## src/rtl/nn_param_update_scheduler.sv

```systemverilog
// Update sequencer for a bank of latched parameter registers: a request is captured,
// the saturated sign-magnitude update is computed, then one clean TRIG pulse is issued.
module nn_param_update_scheduler #(
  parameter int N            = 8,
  parameter int N_RESISTANCE = 8,
  parameter int N_PARAM      = 4,
  parameter int IDX_W        = 2
) (
  input  logic                        CLK,
  input  logic                        INIT,
  input  logic                        FREEZE,
  input  logic                        REQ_VALID,
  output logic                        REQ_READY,
  input  logic [IDX_W-1:0]            REQ_IDX,
  input  logic [N-1:0]                REQ_DELTA,
  input  logic                        REQ_SIGN,
  input  logic [N_RESISTANCE-1:0]     REQ_RES_STEP,
  input  logic [N_PARAM*N-1:0]        PARAM_VALUE,
  input  logic [N_PARAM-1:0]          PARAM_SIGN,
  input  logic [N_PARAM*N_RESISTANCE-1:0] PARAM_RES,
  output logic [N-1:0]                MODIFIER,
  output logic                        SIGN_MODIFIER,
  output logic [N_RESISTANCE-1:0]     RESISTANCE_NEW,
  output logic [N_PARAM-1:0]          TRIG,
  output logic                        DONE,
  output logic                        SAT,
  output logic                        ERR,
  output logic [2:0]                  DBG_STATE
);

  typedef enum logic [2:0] {
    S_IDLE    = 3'd0,
    S_CAPTURE = 3'd1,
    S_COMPUTE = 3'd2,
    S_PULSE   = 3'd3,
    S_RECOVER = 3'd4
  } state_t;

  state_t                    r_state;
  logic [IDX_W-1:0]          r_idx;
  logic [N-1:0]              r_delta;
  logic                      r_sign;
  logic [N_RESISTANCE-1:0]   r_step;
  logic [N-1:0]              r_cur_val;
  logic                      r_cur_sign;
  logic [N_RESISTANCE-1:0]   r_cur_res;
  logic [N-1:0]              r_modifier;
  logic                      r_sign_mod;
  logic [N_RESISTANCE-1:0]   r_res_new;
  logic [N_PARAM-1:0]        r_trig;
  logic                      r_done;
  logic                      r_sat;
  logic                      r_err;

  logic [N-1:0]              w_sel_val;
  logic                      w_sel_sign;
  logic [N_RESISTANCE-1:0]   w_sel_res;
  logic [N_PARAM-1:0]        w_onehot;
  logic                      w_idx_ok;
  logic [N-1:0]              w_eff;
  logic [N:0]                w_sum;
  logic [N_RESISTANCE:0]     w_res_sum;
  logic [N-1:0]              w_mag;
  logic                      w_nsign;
  logic                      w_sat;

  // Handshake: a request transfers on a rising edge where REQ_VALID and REQ_READY are both high;
  // the requester holds its fields stable until then, and READY never depends on VALID.
  assign REQ_READY = (r_state == S_IDLE) & ~FREEZE & ~INIT;

  always_comb begin
    w_sel_val  = '0;
    w_sel_sign = 1'b0;
    w_sel_res  = '0;
    w_onehot   = '0;
    for (int k = 0; k < N_PARAM; k++) begin
      if (r_idx == IDX_W'(k)) begin
        w_sel_val   = PARAM_VALUE[k*N +: N];
        w_sel_sign  = PARAM_SIGN[k];
        w_sel_res   = PARAM_RES[k*N_RESISTANCE +: N_RESISTANCE];
        w_onehot[k] = 1'b1;
      end
    end
    w_idx_ok = (int'(r_idx) < N_PARAM);
  end

  // Resistance acts as a right shift of the delta; shifting by N or more leaves nothing.
  assign w_eff     = (r_cur_res >= N_RESISTANCE'(N)) ? '0 : (r_delta >> r_cur_res);
  assign w_sum     = {1'b0, r_cur_val} + {1'b0, w_eff};
  assign w_res_sum = {1'b0, r_cur_res} + {1'b0, r_step};

  always_comb begin
    w_mag   = r_cur_val;
    w_nsign = r_cur_sign;
    w_sat   = 1'b0;
    if (r_sign == r_cur_sign) begin
      if (w_sum[N]) begin
        w_mag = '1;
        w_sat = 1'b1;
      end else begin
        w_mag = w_sum[N-1:0];
      end
    end else if (w_eff > r_cur_val) begin
      w_mag   = w_eff - r_cur_val;
      w_nsign = r_sign;
    end else if (w_eff == r_cur_val) begin
      w_mag   = '0;
      w_nsign = 1'b0;
    end else begin
      w_mag = r_cur_val - w_eff;
    end
    if (w_mag == '0) w_nsign = 1'b0;
  end

  always_ff @(posedge CLK) begin
    if (INIT) begin
      r_state    <= S_IDLE;
      r_idx      <= '0;
      r_delta    <= '0;
      r_sign     <= 1'b0;
      r_step     <= '0;
      r_cur_val  <= '0;
      r_cur_sign <= 1'b0;
      r_cur_res  <= '0;
      r_modifier <= '0;
      r_sign_mod <= 1'b0;
      r_res_new  <= '0;
      r_trig     <= '0;
      r_done     <= 1'b0;
      r_sat      <= 1'b0;
      r_err      <= 1'b0;
    end else begin
      r_trig <= '0;
      r_done <= 1'b0;
      r_err  <= 1'b0;
      case (r_state)
        S_IDLE: begin
          if (REQ_VALID && REQ_READY) begin
            r_idx   <= REQ_IDX;
            r_delta <= REQ_DELTA;
            r_sign  <= REQ_SIGN;
            r_step  <= REQ_RES_STEP;
            r_state <= S_CAPTURE;
          end
        end
        S_CAPTURE: begin
          if (!w_idx_ok) begin
            r_err   <= 1'b1;
            r_state <= S_IDLE;
          end else begin
            r_cur_val  <= w_sel_val;
            r_cur_sign <= w_sel_sign;
            r_cur_res  <= w_sel_res;
            r_state    <= S_COMPUTE;
          end
        end
        S_COMPUTE: begin
          r_modifier <= w_mag;
          r_sign_mod <= w_nsign;
          r_sat      <= w_sat;
          r_res_new  <= w_res_sum[N_RESISTANCE] ? '1 : w_res_sum[N_RESISTANCE-1:0];
          r_state    <= S_PULSE;
        end
        S_PULSE: begin
          // Bus has been stable a full cycle; strobe rises on the next edge.
          r_trig  <= w_onehot;
          r_state <= S_RECOVER;
        end
        S_RECOVER: begin
          r_done  <= 1'b1;
          r_state <= S_IDLE;
        end
        default: r_state <= S_IDLE;
      endcase
    end
  end

  assign MODIFIER       = r_modifier;
  assign SIGN_MODIFIER  = r_sign_mod;
  assign RESISTANCE_NEW = r_res_new;
  assign TRIG           = r_trig;
  assign DONE           = r_done;
  assign SAT            = r_sat;
  assign ERR            = r_err;
  assign DBG_STATE      = r_state;

endmodule

```

## config.mk

```make
export PLATFORM = sky130hd
export DESIGN_NAME = nn_param_update_scheduler
export DESIGN_NICKNAME = d
export VERILOG_FILES = /design/src/rtl/nn_param_update_scheduler.sv
export SDC_FILE = /design/constraint.sdc
export NUM_CORES = 1
export LEC_CHECK = 0
export ABC_AREA = 1
export CORE_ASPECT_RATIO = 1.2
export CORE_UTILIZATION = 60
export CTS_CLUSTER_DIAMETER = 50
export CTS_CLUSTER_SIZE = 30
export DETAILED_ROUTE_END_ITERATION = 10
export DONT_BUFFER_PORTS = 1
export GPL_TIMING_DRIVEN = 0
export PLACE_DENSITY = 0.86
export SETUP_SLACK_MARGIN = 0.02
export SKIP_LAST_GASP = 1
export SYNTH_ARGS = -nofsm -noshare
export SYNTH_HDL_FRONTEND = slang
export SYNTH_SLANG_ARGS = --single-unit
```

## constraint.sdc

```tcl
create_clock -name CLK -period 3.9 [get_ports CLK]
set_input_delay 0.195 -clock CLK [delete_from_list [all_inputs] [get_ports CLK]]
set_output_delay 0.195 -clock CLK [all_outputs]
set_load 0.01 [all_outputs]
```

==> results.md <==
Critical path:
- The worst setup path is of the register to register kind.
- Data on the critical path is required at its endpoint by 4.17 ns.
- In this run the worst path has a maximum fanout of 5.
- The type of element capturing the critical path is a register.
- The startpoint type of the worst setup path is a register.
- STA puts the critical path data arrival time at 3.89 ns.

Placement:
- The cell area after placement is 0.00443 mm^2.
- The estimated wirelength of the detail-placed design is 9.81 mm.
- Buffers placed on the I/O ports in this run total 0.
- The instance count after placement with tap cells included is 729.
- Timing analysis after detailed placement gives a worst setup slack of -0.0998 ns.
- The weighted congestion at the end of routability-driven global placement is 0.948.

Finish:
- The top cell types in the final layout, fill and taps aside, are nand2_1 (119), inv_1 (70), nor2_1 (66), o21ai_0 (63), dfxtp_1 (62).
- The finished layout holds 747 standard cells, fillers aside.
- Once layout is complete, the utilization of the core stands at 67.9%.
- The most common cell after layout, fill and taps aside is nand2_1.
- The final net count is 779.
- The number of antenna diodes is 0.
- The post-layout instance area is 0.00468 mm^2.
- The post-route netlist has 7.58% of its cells at a drive strength greater than 1.
- The layout overhead on the synthesized area is 8.28%.
- The count of fill cells added during filler insertion is 588.

Floorplan:
- The effective utilization at floorplan is 62.7%.
- The die covers 0.00755 mm^2.
- From left edge to right edge, the die measures 79.5 um.
- The floorplan step set the die height to 95.0 um.
- Row generation in the floorplan step produced 33 rows.
- The number of primary I/O pins is 119.
- The floorplan step defined a core boundary enclosing 0.00690 mm^2.

Yosys:
- The mean post-synth cell area is 6.73 um^2.
- After synthesis the cells add up to 0.00432 mm^2.
- The gate count after technology mapping is 642.
- The total of flip-flops plus latches after synthesis is 62.
- Synthesis produced a netlist with a net count of 766.
- The most common flop cell mapped by yosys is dfxtp_1.
- The count of yosys warnings during synthesis is 0.
- The share of flip-flops with an asynchronous set or reset is 0%.
- Summed over its instances, the top area cell type makes up 28.7% of the synthesized netlist area.
- Counting distinct cell types in the post-synthesis netlist gives 41.
- The number of enable flip-flop cells after synthesis is 0.
- Yosys attributes the largest share of cell area to dfxtp_1 (29%), nand2_1 (10%), ha_1 (8.4%).
- After synthesis, flip-flops and latches occupy 28.7% of the total area.
- The largest total area in the synthesized netlist belongs to dfxtp_1.

Drt:
- The final routed wire length divided by cell count is 16.6 um.
- The sum of met2 wire segment lengths after detailed routing is 6.16 mm.
- For this block, wires on met1 add up to 4.86 mm.
- The first TritonRoute pass finished after 6 iterations.
- In the routed design, unresolved DRC markers number 0.
- After detailed routing, the met3 layer carries 859 um of wire.
- The detail route stage leaves a number of antenna-violating nets equal to 0.
- After the first detailed-routing iteration, the DRC count stood at 338.
- The top metal layer carrying routed signals is met4.
- The total number of vias is 4,520.
- The via-per-instance ratio is 6.05.
- The total wire length is 12.4 mm.

STA:
- The transition time at the pin with the least slew margin is 0.614 ns.
- Setup violations remaining at the end of the flow were counted as 0.
- The number of pins exceeding their max-slew limit in the final report is 0.
- The worst-case headroom to the max-slew limit is 58.9%.
- The total count of hold-check failures in the final report came to 0.
- The shortest period the worst path allows is 3.62 ns.
- In the post-route analysis, the smallest setup slack over all paths is 0.277 ns.
- Static timing analysis puts the maximum clock frequency at 0.276 GHz.
- The worst hold margin is 0.0172 ns.
- Setup repair after global routing left no endpoint under its margin.
- The final setup skew is 0.0106 ns.
- The final period utilization is 92.9%.

GRT:
- The remaining global-route overflow is 0.
- The wire length of the first global-routing pass is 19.8 mm.
- The number of antenna violations at the first check in global routing came to 0.
- Entering global routing, the biggest net connects 11 pins.
- Global routing used 34.5% of the available tracks.
- The via count of the first global-routing pass is 4,258.

Clock tree:
- Clock tree synthesis found a total of 62 sinks.
- The TritonCTS clock tree is done.
- Clock tree synthesis inserted a total of 9 buffers.
- The clock-pin slew on the worst setup and hold paths is 0.07 ns.
- The clock passes through at most 2 buffers.
- In this run the clock root is driven by a clkbuf_8.
- The count of H-tree levels built during CTS is 3.
- The insertion delay of the later-clocked pin in the worst-skew pair is 0.34 ns.

Run:
- Across the run, the number of max-cap violations was 0.

Pwr:
- Summed over all nets, the switching power comes to 0.000748 W.
- Of the total power, registers draw 35.1%.
- The leakage power summed over all cells is 2.16 nW.
- VDD sags by at most 0.287 mV.
- Power spread over the standard cell area amounts to 433 mW/mm^2.
- Net switching is 36.9% of the power.
- The part of the total power dissipated in combinational logic is 34.1%.
- The clock network burns 30.8% of the power.
- The internal power consumption is 0.00128 W.

Outcome:
- The flow ran to the end, and the final reports show no timing, DRC or antenna violations.

Hold path:
- The path category of the worst min-delay check is primary input to register.
-- kinds of logic after synthesis --
| family | Yosys count | share of synthesized area (%) |
|---|---|---|
| xor gates and xnor gates | 12 | 2.43 |
| AOI/OAI and AO/OA | 160 | 21.4 |
| other | 1 | 0.0868 |
| and+or+nand+nor | 271 | 27.6 |
| adders and majority gates | 33 | 10.2 |
| buffers and inverters | 103 | 9.53 |
| DFF | 62 | 28.7 |
-- synthesized netlist by cell type, types with 4 or more instances --
| cell type | count |
|---|---|
| o21ai_0 | 63 |
| nand3_1 | 52 |
| inv_2 | 4 |
| o211ai_1 | 4 |
| a221oi_1 | 6 |
| nor3_1 | 8 |
| ha_1 | 29 |
| xnor2_1 | 4 |
| nand2_4 | 4 |
| xor2_1 | 8 |
| a21oi_1 | 58 |
| nor2_2 | 4 |
| nand4_1 | 7 |
| dfxtp_1 | 62 |
| a41oi_1 | 12 |
| nand2_2 | 5 |
| inv_1 | 70 |
| clkbuf_1 | 19 |
| buf_4 | 4 |
| nor2_1 | 66 |
| nand2_1 | 119 |
| fa_1 | 4 |
-- layer usage --
| metal | vias up | GRT usage, % |
|---|---|---|
| met3 | 51 | 6.76 |
| met2 | 220 | 59.0 |
| met4 | 0 | 20.6 |
| met1 | 2081 | 39.4 |
| met5 | - | 0 |
| li1 | 2168 | - |
-- critical path: stages, from the launching register on --
cell and delay [ns]:
dfxtp_1 0.38, nor2_2 0.19, nand2_2 0.12, a21oi_1 0.19
or2_2 0.14, o21ai_0 0.11, inv_1 0.07, nor2_1 0.06
nor3_4 0.34, inv_1 0.13, fa_1 0.47, inv_1 0.10
nand3_1 0.07, nand3_1 0.13, nand4_1 0.11, nand3_1 0.17
nor2_4 0.08, inv_1 0.13, o21ai_1 0.10, nand3_1 0.09
nor2_1 0.04, nand2_1 0.06, nor2_1 0.04, nand2_1 0.06
nand2_1 0.06, a21oi_2 0.10
-- registers in the layout, indices dropped and copies added (netlist names) --
name	flops
r_step	8
DBG_STATE	3
r_idx	2
SIGN_MODIFIER	1
r_cur_val	8
r_cur_sign	1
TRIG	4
SAT	1
DONE	1
r_delta	8
r_sign	1
RESISTANCE_NEW	8
r_cur_res	8
MODIFIER	8
-- timing repair --
action / 4_1_cts / 5_1_grt
endpoints found under the setup margin: 1 / 1
resized for setup: 1 / 2
buffers inserted: 0 / 1
hold buffers: 1 / 0
pin swaps: 0 / 1
hold endpoints to repair: 3 / 0
-- path summary, 6_finish.rpt --
kind | cells after the start | slack, ns | to | startpoint
setup / recovery | 25 | 0.28 | SIGN_MODIFIER | r_cur_res[6]
hold / removal | 3 | 0.02 | DONE | INIT
setup reg to reg | 25 | 0.28 | SIGN_MODIFIER | r_cur_res[6]
hold reg to reg | 2 | 0.47 | r_delta[5] | r_delta[5]
-- power groups by stage --
stage	combinational, W	clock, W	sequential, W
finish	0.000691	0.000625	0.000712
global route	0.000774	0.000660	0.000716
CTS	0.000674	0.000631	0.000712
detailed placement	0.000667	0	0.000725
global placement	0.000655	0	0.000724
floorplan	0.000527	0	0.000712
-- stage by stage --
| stage | power (W) | setup TNS, ns |
|---|---|---|
| 6_report | 0.00203 | 0 |
| 5_1_grt | 0.00215 | 0 |
| 4_1_cts | 0.00202 | 0 |
| 3_5_place_dp | 0.00139 | -0.0998 |
| 3_3_place_gp | 0.00138 | -0.0270 |
| 2_1_floorplan | 0.00124 | 0 |
-- final cells by class --
class	instances	area, um^2	area share, %
multi-input cells	477	2690	57.4
inverters	75	282	6.02
repair buffers	2	17.5	0.374
clock buffers	12	145	3.10
clock inverters	4	70.1	1.50
flip-flops and latches	62	1240	26.5
plain buffers	28	130	2.78
well taps	87	109	2.33
No activity file was read; power rests on OpenSTA's default activity.
